$ cat src/rtl/regfile_wb_arbiter_if.sv
// Bundle shared by the writeback arbiter and its neighbours.
// Signals:
//   alu_valid/alu_rd/alu_data/alu_ready : ALU writeback request channel
//   lsu_valid/lsu_rd/lsu_data/lsu_ready : LSU writeback request channel
//   write_reg/target_reg/write_rd_data  : reg_file write port (registered)
//   busy                                : post-reset clear sweep in progress
// The slave modport is the arbiter. The master modport is the requester/reg_file side.
interface regfile_wb_arbiter_if #(
    parameter int unsigned XLEN = 32
);
    logic            alu_valid;
    logic [4:0]      alu_rd;
    logic [XLEN-1:0] alu_data;
    logic            alu_ready;
    logic            lsu_valid;
    logic [4:0]      lsu_rd;
    logic [XLEN-1:0] lsu_data;
    logic            lsu_ready;
    logic            write_reg;
    logic [4:0]      target_reg;
    logic [XLEN-1:0] write_rd_data;
    logic            busy;

    modport slave (
        input  alu_valid, alu_rd, alu_data, lsu_valid, lsu_rd, lsu_data,
        output alu_ready, lsu_ready, write_reg, target_reg, write_rd_data, busy
    );

    modport master (
        output alu_valid, alu_rd, alu_data, lsu_valid, lsu_rd, lsu_data,
        input  alu_ready, lsu_ready, write_reg, target_reg, write_rd_data, busy
    );
endinterface

$ cat src/rtl/regfile_wb_arbiter.sv
// Shares the single reg_file write port between the ALU and LSU writeback requesters.
// LSU has fixed priority. An ALU request that keeps losing is forced to win once it has
// lost STARVE_LIMIT consecutive cycles. The write port is registered (one cycle latency).
// Writes to x0 are accepted but never reach reg_file.
//
// Optional feature macro: REGFILE_CLEAR_EN. When it is defined, a sweep after reset writes
// x1..x31 (x2 gets SP_INIT, the rest get 0) before any request is accepted. busy is high
// for the whole sweep.
//
// Ports:
//   clk : clock, rising edge
//   rst : synchronous reset, active-high
//   bus : regfile_wb_arbiter_if.slave (request channels, write port, busy)
module regfile_wb_arbiter #(
    parameter int unsigned XLEN         = 32,
    parameter int unsigned STARVE_LIMIT = 4,
    parameter int unsigned SP_INIT      = 128
) (
    input logic                 clk,
    input logic                 rst,
    regfile_wb_arbiter_if.slave bus
);

    localparam int unsigned CntW = (STARVE_LIMIT < 1) ? 1 : $clog2(STARVE_LIMIT + 1);
    localparam logic [CntW-1:0] StarveMax = CntW'(STARVE_LIMIT);

    logic            write_q, write_d;
    logic [4:0]      target_q, target_d;
    logic [XLEN-1:0] data_q, data_d;
    logic [CntW-1:0] starve_q, starve_d;

    logic arb_active;
    logic alu_grant;
    logic lsu_grant;

`ifdef REGFILE_CLEAR_EN
    typedef enum logic [0:0] {StClear, StArb} state_e;

    state_e     state_q, state_d;
    // Counts 1..32; the value 32 is one extra busy cycle so busy covers the cycle in which
    // the registered x31 write is visible.
    logic [5:0] sweep_q, sweep_d;

    assign arb_active = !rst && (state_q == StArb);
    assign bus.busy   = (state_q == StClear);
`else
    assign arb_active = !rst;
    assign bus.busy   = 1'b0;
`endif

    always_comb begin
        alu_grant = 1'b0;
        lsu_grant = 1'b0;
        if (arb_active) begin
            alu_grant = bus.alu_valid && (!bus.lsu_valid || (starve_q == StarveMax));
            lsu_grant = bus.lsu_valid && !alu_grant;
        end
    end

    assign bus.alu_ready = alu_grant;
    assign bus.lsu_ready = lsu_grant;

    always_comb begin
        // ALU losing only happens when LSU was granted over it.
        starve_d = '0;
        if (bus.alu_valid && lsu_grant) begin
            starve_d = (starve_q == StarveMax) ? starve_q : starve_q + 1'b1;
        end

        write_d  = 1'b0;
        target_d = target_q;
        data_d   = data_q;
        if (alu_grant) begin
            write_d  = (bus.alu_rd != 5'd0);
            target_d = bus.alu_rd;
            data_d   = bus.alu_data;
        end else if (lsu_grant) begin
            write_d  = (bus.lsu_rd != 5'd0);
            target_d = bus.lsu_rd;
            data_d   = bus.lsu_data;
        end

`ifdef REGFILE_CLEAR_EN
        state_d = state_q;
        sweep_d = sweep_q;
        if (state_q == StClear) begin
            if (!sweep_q[5]) begin
                write_d  = 1'b1;
                target_d = sweep_q[4:0];
                data_d   = (sweep_q == 6'd2) ? XLEN'(SP_INIT) : '0;
                sweep_d  = sweep_q + 6'd1;
            end else begin
                state_d = StArb;
            end
        end
`endif
    end

    always_ff @(posedge clk) begin
        if (rst) begin
            write_q  <= 1'b0;
            target_q <= 5'd0;
            data_q   <= '0;
            starve_q <= '0;
`ifdef REGFILE_CLEAR_EN
            state_q  <= StClear;
            sweep_q  <= 6'd1;
`endif
        end else begin
            write_q  <= write_d;
            target_q <= target_d;
            data_q   <= data_d;
            starve_q <= starve_d;
`ifdef REGFILE_CLEAR_EN
            state_q  <= state_d;
            sweep_q  <= sweep_d;
`endif
        end
    end

    assign bus.write_reg     = write_q;
    assign bus.target_reg    = target_q;
    assign bus.write_rd_data = data_q;

endmodule

$ cat src/flat_wrapper.sv
// flat-port wrapper written by rule: the top's interface ports become plain ports
module regfile_wb_arbiter_flat 
#(
    parameter int unsigned XLEN         = 32,
    parameter int unsigned STARVE_LIMIT = 4,
    parameter int unsigned SP_INIT      = 128
)
  (clk, rst, bus_alu_valid, bus_alu_rd, bus_alu_data, bus_lsu_valid, bus_lsu_rd, bus_lsu_data, bus_alu_ready, bus_lsu_ready, bus_write_reg, bus_target_reg, bus_write_rd_data, bus_busy);
  regfile_wb_arbiter_if #(.XLEN(XLEN)) bus_i ();
  input logic clk;
  input logic rst;
  input wire logic [$bits(bus_i.alu_valid)-1:0] bus_alu_valid;
  input wire logic [$bits(bus_i.alu_rd)-1:0] bus_alu_rd;
  input wire logic [$bits(bus_i.alu_data)-1:0] bus_alu_data;
  input wire logic [$bits(bus_i.lsu_valid)-1:0] bus_lsu_valid;
  input wire logic [$bits(bus_i.lsu_rd)-1:0] bus_lsu_rd;
  input wire logic [$bits(bus_i.lsu_data)-1:0] bus_lsu_data;
  output wire logic [$bits(bus_i.alu_ready)-1:0] bus_alu_ready;
  output wire logic [$bits(bus_i.lsu_ready)-1:0] bus_lsu_ready;
  output wire logic [$bits(bus_i.write_reg)-1:0] bus_write_reg;
  output wire logic [$bits(bus_i.target_reg)-1:0] bus_target_reg;
  output wire logic [$bits(bus_i.write_rd_data)-1:0] bus_write_rd_data;
  output wire logic [$bits(bus_i.busy)-1:0] bus_busy;
  assign bus_i.alu_valid = bus_alu_valid;
  assign bus_i.alu_rd = bus_alu_rd;
  assign bus_i.alu_data = bus_alu_data;
  assign bus_i.lsu_valid = bus_lsu_valid;
  assign bus_i.lsu_rd = bus_lsu_rd;
  assign bus_i.lsu_data = bus_lsu_data;
  assign bus_alu_ready = bus_i.alu_ready;
  assign bus_lsu_ready = bus_i.lsu_ready;
  assign bus_write_reg = bus_i.write_reg;
  assign bus_target_reg = bus_i.target_reg;
  assign bus_write_rd_data = bus_i.write_rd_data;
  assign bus_busy = bus_i.busy;
  regfile_wb_arbiter #(.XLEN(XLEN), .STARVE_LIMIT(STARVE_LIMIT), .SP_INIT(SP_INIT)) u_core (.clk(clk), .rst(rst), .bus(bus_i));
endmodule
$ cat config.mk
export PLATFORM = sky130hd
export DESIGN_NAME = regfile_wb_arbiter_flat
export DESIGN_NICKNAME = d
export VERILOG_FILES = /design/src/rtl/regfile_wb_arbiter_if.sv /design/src/rtl/regfile_wb_arbiter.sv /design/src/flat_wrapper.sv
export SDC_FILE = /design/constraint.sdc
export NUM_CORES = 1
export LEC_CHECK = 0
export BUFFER_PORTS_ARGS = -buffer_cell sky130_fd_sc_hd__buf_2
export CAP_MARGIN = 20
export CORE_MARGIN = 10
export CORE_UTILIZATION = 41
export CTS_CLUSTER_SIZE = 24
export DETAILED_ROUTE_END_ITERATION = 6
export GPL_TIMING_DRIVEN = 0
export PLACE_DENSITY = 0.83
export SYNTH_ARGS = -nofsm -noshare
export SYNTH_HDL_FRONTEND = slang
export SYNTH_SLANG_ARGS = --single-unit
$ cat constraint.sdc
create_clock -name clk -period 1.7 [get_ports clk]
set_input_delay 0.17 -clock clk [delete_from_list [all_inputs] [get_ports clk]]
set_output_delay 0.17 -clock clk [all_outputs]
set_load 0.03 [all_outputs]
# Word level (Yosys, flattened, before mapping)

Cells that the tools add are included.
Widths: inputs -> output; s select.

Memories kept: 0
Logic and storage cells: 25
Bits in read-only memories: 0
Bits in registers: 41
Bits in latches: 0
RAM bits: 0

Eq/ne operators: 1
$mul: 0
Mux-type cells: 8
Magnitude comparators: 0
$add $sub $neg: 1
Reductions and logical operators: 10
Shift operators: 0
Div/mod/pow operators: 0
Bitwise logic cells: 1

Operators by type and width:

| cell                | number |
|---|---|
| $mux 32             | 2 |
| $mux 5              | 2 |
| $reduce_bool 5->1   | 2 |
| $mux 1              | 4 |
| $add 3x1->3 const B | 1 |
| $eq 3x3->1 const B  | 1 |
| $logic_and 1x1->1   | 3 |
| $logic_not 1->1     | 2 |
| $reduce_bool 2->1   | 1 |
| $reduce_or 2->1     | 1 |
| $logic_or 1x1->1    | 1 |
| $not 1->1           | 1 |

# Logic depth before layout (Yosys ltp)

Depth in word-level cells: 9
Gate-level depth with buffers: 7
Mapped depth without buffers: 5

# Worst setup path before layout

OpenSTA, ideal clock, no wires.

Path type: register to register
Start: register u_core.starve_q[0]
End: register u_core.data_q[18] (netlist: u_core.bus.write_rd_data[18])
Slack: 0.079 ns
Period minus slack after synthesis: 1.621 ns
Cell stages (with the launch flop): 8
Library setup time: 0.120 ns
Data arrival time: 1.501 ns
Cell sequence: dfxtp_1 > inv_1 > ha_1 > nand3_1 > buf_2 > clkbuf_1 > a21boi_1 > o31a_1

Cells in the longest elaborated chain, start to end: 7
Elaborated cells between the ends (all ways): 9
Those cells by class: eq/ne: 1; mux: 3; reduce/logical: 5

Ends and longest elaborated chain:

| what                               | RTL line                  | RTL |
|---|---|---|
| from (decl)                        | regfile_wb_arbiter.sv:30  | `logic [CntW-1:0] starve_q, starve_d;` |
| from (signal assigned)             | regfile_wb_arbiter.sv:113 | `starve_q <= starve_d;` |
| $eq 3x3->1 (*)                     | regfile_wb_arbiter.sv:55  | `alu_grant = bus.alu_valid && (!bus.lsu_valid \|\| (starve_q == StarveMax));` |
| $logic_or 1x1->1 (*)               | regfile_wb_arbiter.sv:55  |  |
| $logic_and 1x1->1 (*)              | regfile_wb_arbiter.sv:55  |  |
| $logic_not 1->1                    | regfile_wb_arbiter.sv:56  | `lsu_grant = bus.lsu_valid && !alu_grant;` |
| $logic_and 1x1->1                  | regfile_wb_arbiter.sv:56  |  |
| $mux 1                             | regfile_wb_arbiter.sv:54  | `if (arb_active) begin` |
| $reduce_bool 2->1 (no source line) | --                        |  |
| to (signal assigned)               | regfile_wb_arbiter.sv:112 | `data_q <= data_d;` |
| to (decl)                          | regfile_wb_arbiter.sv:29  | `logic [XLEN-1:0] data_q, data_d;` |

Every way passes the cells marked *; elsewhere a longest branch is shown, timed or not.
A chain may end at the register's enable or synchronous reset.

# Worst setup path after layout

Start: register u_core.starve_q[0]
End: output bus_alu_ready

Cells in the longest elaborated chain, start to end: 4

Ends and longest elaborated chain:

| what              | RTL line                 | RTL |
|---|---|---|
| $eq 3x3->1        | regfile_wb_arbiter.sv:55 |  |
| $logic_or 1x1->1  | regfile_wb_arbiter.sv:55 |  |
| $logic_and 1x1->1 | regfile_wb_arbiter.sv:55 |  |
| $mux 1            | regfile_wb_arbiter.sv:54 |  |
| to (decl)         | flat_wrapper.sv:18       | `output wire logic [$bits(bus_i.alu_ready)-1:0] bus_alu_ready;` |

Every way passes these cells.

==> summary.md <==
| Metric | Value |
|---|---|
| Routability Congestion | `between 0.8 and 0.9` |
| CTS Buf Count | `5` |
| CORE AREA | `approximately 5500 µm²` |
| Hold buffer count at cts | `0` |
| Final hold vios | `0` |
| Clock Latency Late Sink | `roughly 290 ps` |
| Mapped cell area | `~2300 µm²` |
| Die area | `between 9000 and 10000 µm²` |
| Crit Path Class | `reg2out` |
| Arrival time worst endpoint | `approximately 1500 ps` |
| Post-route ant nets | `0` |
| Avg Vias per Cell | `between 5 and 6` |
| Yosys cell types | `26` |
| Final min period | `between 1500 and 2000 ps` |
| Max reg flops | `32` |
| Die width | `around 95 µm` |
| Skew final | `approximately 6 ps` |
| Startpoint Class | `register` |
| Highest-count cells in the layout ignoring fill and taps | `buf_2 (117), inv_1 (39), dfxtp_1 (39)` |
| Power Density | `between 700 and 800 nW/µm²` |
| FP Rows | `27` |
| YS warnings | `0` |
| CTS tree | `built` |
| Fmax | `between 500 and 600 MHz` |
| Critical path origin | `u_core.starve_q[0]` |
| Worst Hold Class | `in2reg` |
| Port Buf Inserts | `116` |
| Starting density of the core | `42.3%` |
| DRC Markers | `0` |
| Tcrit/Tclk final | `a little under 100%` |
| Fin. max-slew vios | `0` |
| Synth area leader | `dfxtp_1` |
| Worst slew pin tran | `between 500 and 600 ps` |
| FF-to-FF path depth | `7` |
| Htree depth | `2` |
| Routed wire length | `8160 µm` |
| Die height | `around 95 µm` |
| Final setup vio count | `0` |
| Net count after synthesis | `about 360` |
| Reg2reg start | `u_core.starve_q[0]` |
| Initial antenna violation count | `0` |
| Setup_tns | `0 ps` |
| Largest net degree at the start of global routing | `12` |
| Yosys reg bits | `41` |
| RSZ-0062 raised after global routing | `yes` |
| Area delta synth->final | `36.0%` |
| Commonest non-fill, non-tap cell in the layout | `buf_2` |
| Filler Cells Inserted | `520` |
| Final core area utilization | `57.6%` |
| Post-synthesis sequential area ratio | `about a third` |
| Inserted Diodes | `0` |
| Crit. End Element | `output pin` |
| CTS root buf | `clkbuf_8` |
| Worst Path Max Fanout | `10` |
| IO Pins | `~120` |
| Hold_ws | `~220 ps` |
| # Max-Cap Violations | `0` |
| Rel. slew slack | `approximately two thirds` |
| Total GRT Usage | `about 17%` |
| Clk sinks | `41` |
| Avg Cell Area, Syn | `~8.3 µm²` |
| Maximum VDD drop | `0.000346 V` |
| Required @ worst endpoint | `about 1500 ps` |
| Worst reg2reg endpoint | `u_core.bus.write_rd_data[23]` |
| Vias | `between 2000 and 3000` |
| Nets | `between 400 and 500` |
| Grt total ovfl | `0` |
| Wirelength per Cell | `about 17 µm` |
| Iteration count of the initial detailed-routing pass | `4` |
| Sequential cell area | `823 µm²` |
| Post-synth top area share | `a little over a third` |
| Outcome | `finished clean` |
| Leak Pwr | `between 0.0015 and 0.002 µW` |
| Area of the multi-input gates | `about 1200 µm²` |
| Synth Instances | `about 280` |
| Reg clk slew, reported paths | `roughly 80 ps` |
| Overall Power | `between 2000 and 2500 µW` |
| HPWL Detailed | `approximately 5900 µm` |
| Layout cells sized above 1 | `between 30 and 40%` |
| Crit path capture | `bus_alu_ready` |
| Maximum buffer depth of the clock tree | `2` |
| First-pass GRT wire length | `about 13000 µm` |
| Starting DRT DRC Count | `a little over 100` |
| Reg-to-reg slack, setup | `about 60 ps` |
| Vias in the first global route | `~2800` |
| Placed cell count | `between 400 and 500` |
| Non-filler cells, final | `just under 500` |
| Ranking of synthesized cells by area | `dfxtp_1 (35%), o31a_1 (14%), a31oi_1 (9.9%)` |
[cell type report]
| type | instances | share of cell area (%) |
|---|---|---|
| tap | 72 | 2.84 |
| timing repair buffer | 119 | 19.3 |
| clock buffer | 8 | 2.53 |
| inverter | 39 | 4.62 |
| sequential | 41 | 26.0 |
| buffer | 34 | 6.24 |
| multi-input combinational | 168 | 38.5 |
[logic make-up after synthesis]
group,Yosys count,synth area share (%)
AO/OA/AOI/OAI,115,37.0
buffers and inverters,73,13.0
AND/OR/NAND/NOR,49,13.0
flip-flops,41,35.2
adder cells (fa/ha/maj),2,1.07
multiplexers,1,0.429
other,1,0.161
[layer usage]
metal	vias to the layer above	share of wire, %	wire length (µm)	track usage, %
met5	-	0	0	0
met2	95	49	4030	30.6
met4	0	1.3	105	4.79
met3	8	9.6	780	6.44
met1	1205	40	3240	19.0
li1	1265	-	-	-
[cells in the mapped netlist]
cell type  count
a21oi_1        1
and3_1        37
conb_1         1
ha_1           2
a21bo_2        1
nor2b_1        1
a31oi_1       37
nor3b_1        1
clkbuf_1      27
mux2i_1        1
inv_1         39
nor2_1         2
nand3_1        1
nor3_1         1
nand2_1        2
o211ai_1       2
or4_1          2
and2_4         1
dfxtp_1       41
buf_4          1
a21boi_1      11
a21boi_0      26
o31a_1        37
nor4bb_1       1
buf_2          3
buf_6          3
[worst max-delay path, cell delays in order, from the launching register on]
cell and delay [ps]:
dfxtp_2 340, inv_1 50, ha_2 210, a21bo_2 210, and2_4 140, buf_6 140
buf_6 140
[per-stage QoR]
stage | area (µm²) | setup slack [ps]
after floorplan | 2330 | 79.2
after global placement | 3000 | -224
after detailed placement | 3000 | -251
after CTS | 3140 | 14.3
after global routing | 3170 | -29.5
final | 3170 | 21.6
[worst min-delay path by stage]
stage | from | to | slack (ps) | cells after the start
after floorplan | bus_lsu_rd[3] | u_core.bus.write_reg | 380 | 2
after global placement | u_core.starve_q[0] | u_core.starve_q[0] | 450 | 1
after detailed placement | u_core.starve_q[0] | u_core.starve_q[0] | 460 | 1
after CTS | bus_lsu_data[21] | u_core.bus.write_rd_data[21] | 210 | 3
after global routing | bus_lsu_data[16] | u_core.bus.write_rd_data[16] | 230 | 3
final | bus_lsu_data[28] | u_core.bus.write_rd_data[28] | 220 | 3
[repair_timing]
item                       in CTS  in global routing
setup endpoints to repair      32                 41
pin swaps                       1                  0
gates cloned                    0                  0
setup buffers                   2                  1
resized for setup              18                 17
[power breakdown]
group	switching, µW	internal (µW)	total (µW)	leakage, µW
registers	28.4	1030	1050	0.000340
logic	350	249	599	0.00126
clock network	328	292	621	0.0000395
total	707	1570	2270	0.00164
No activity file was read; power rests on OpenSTA's default activity.
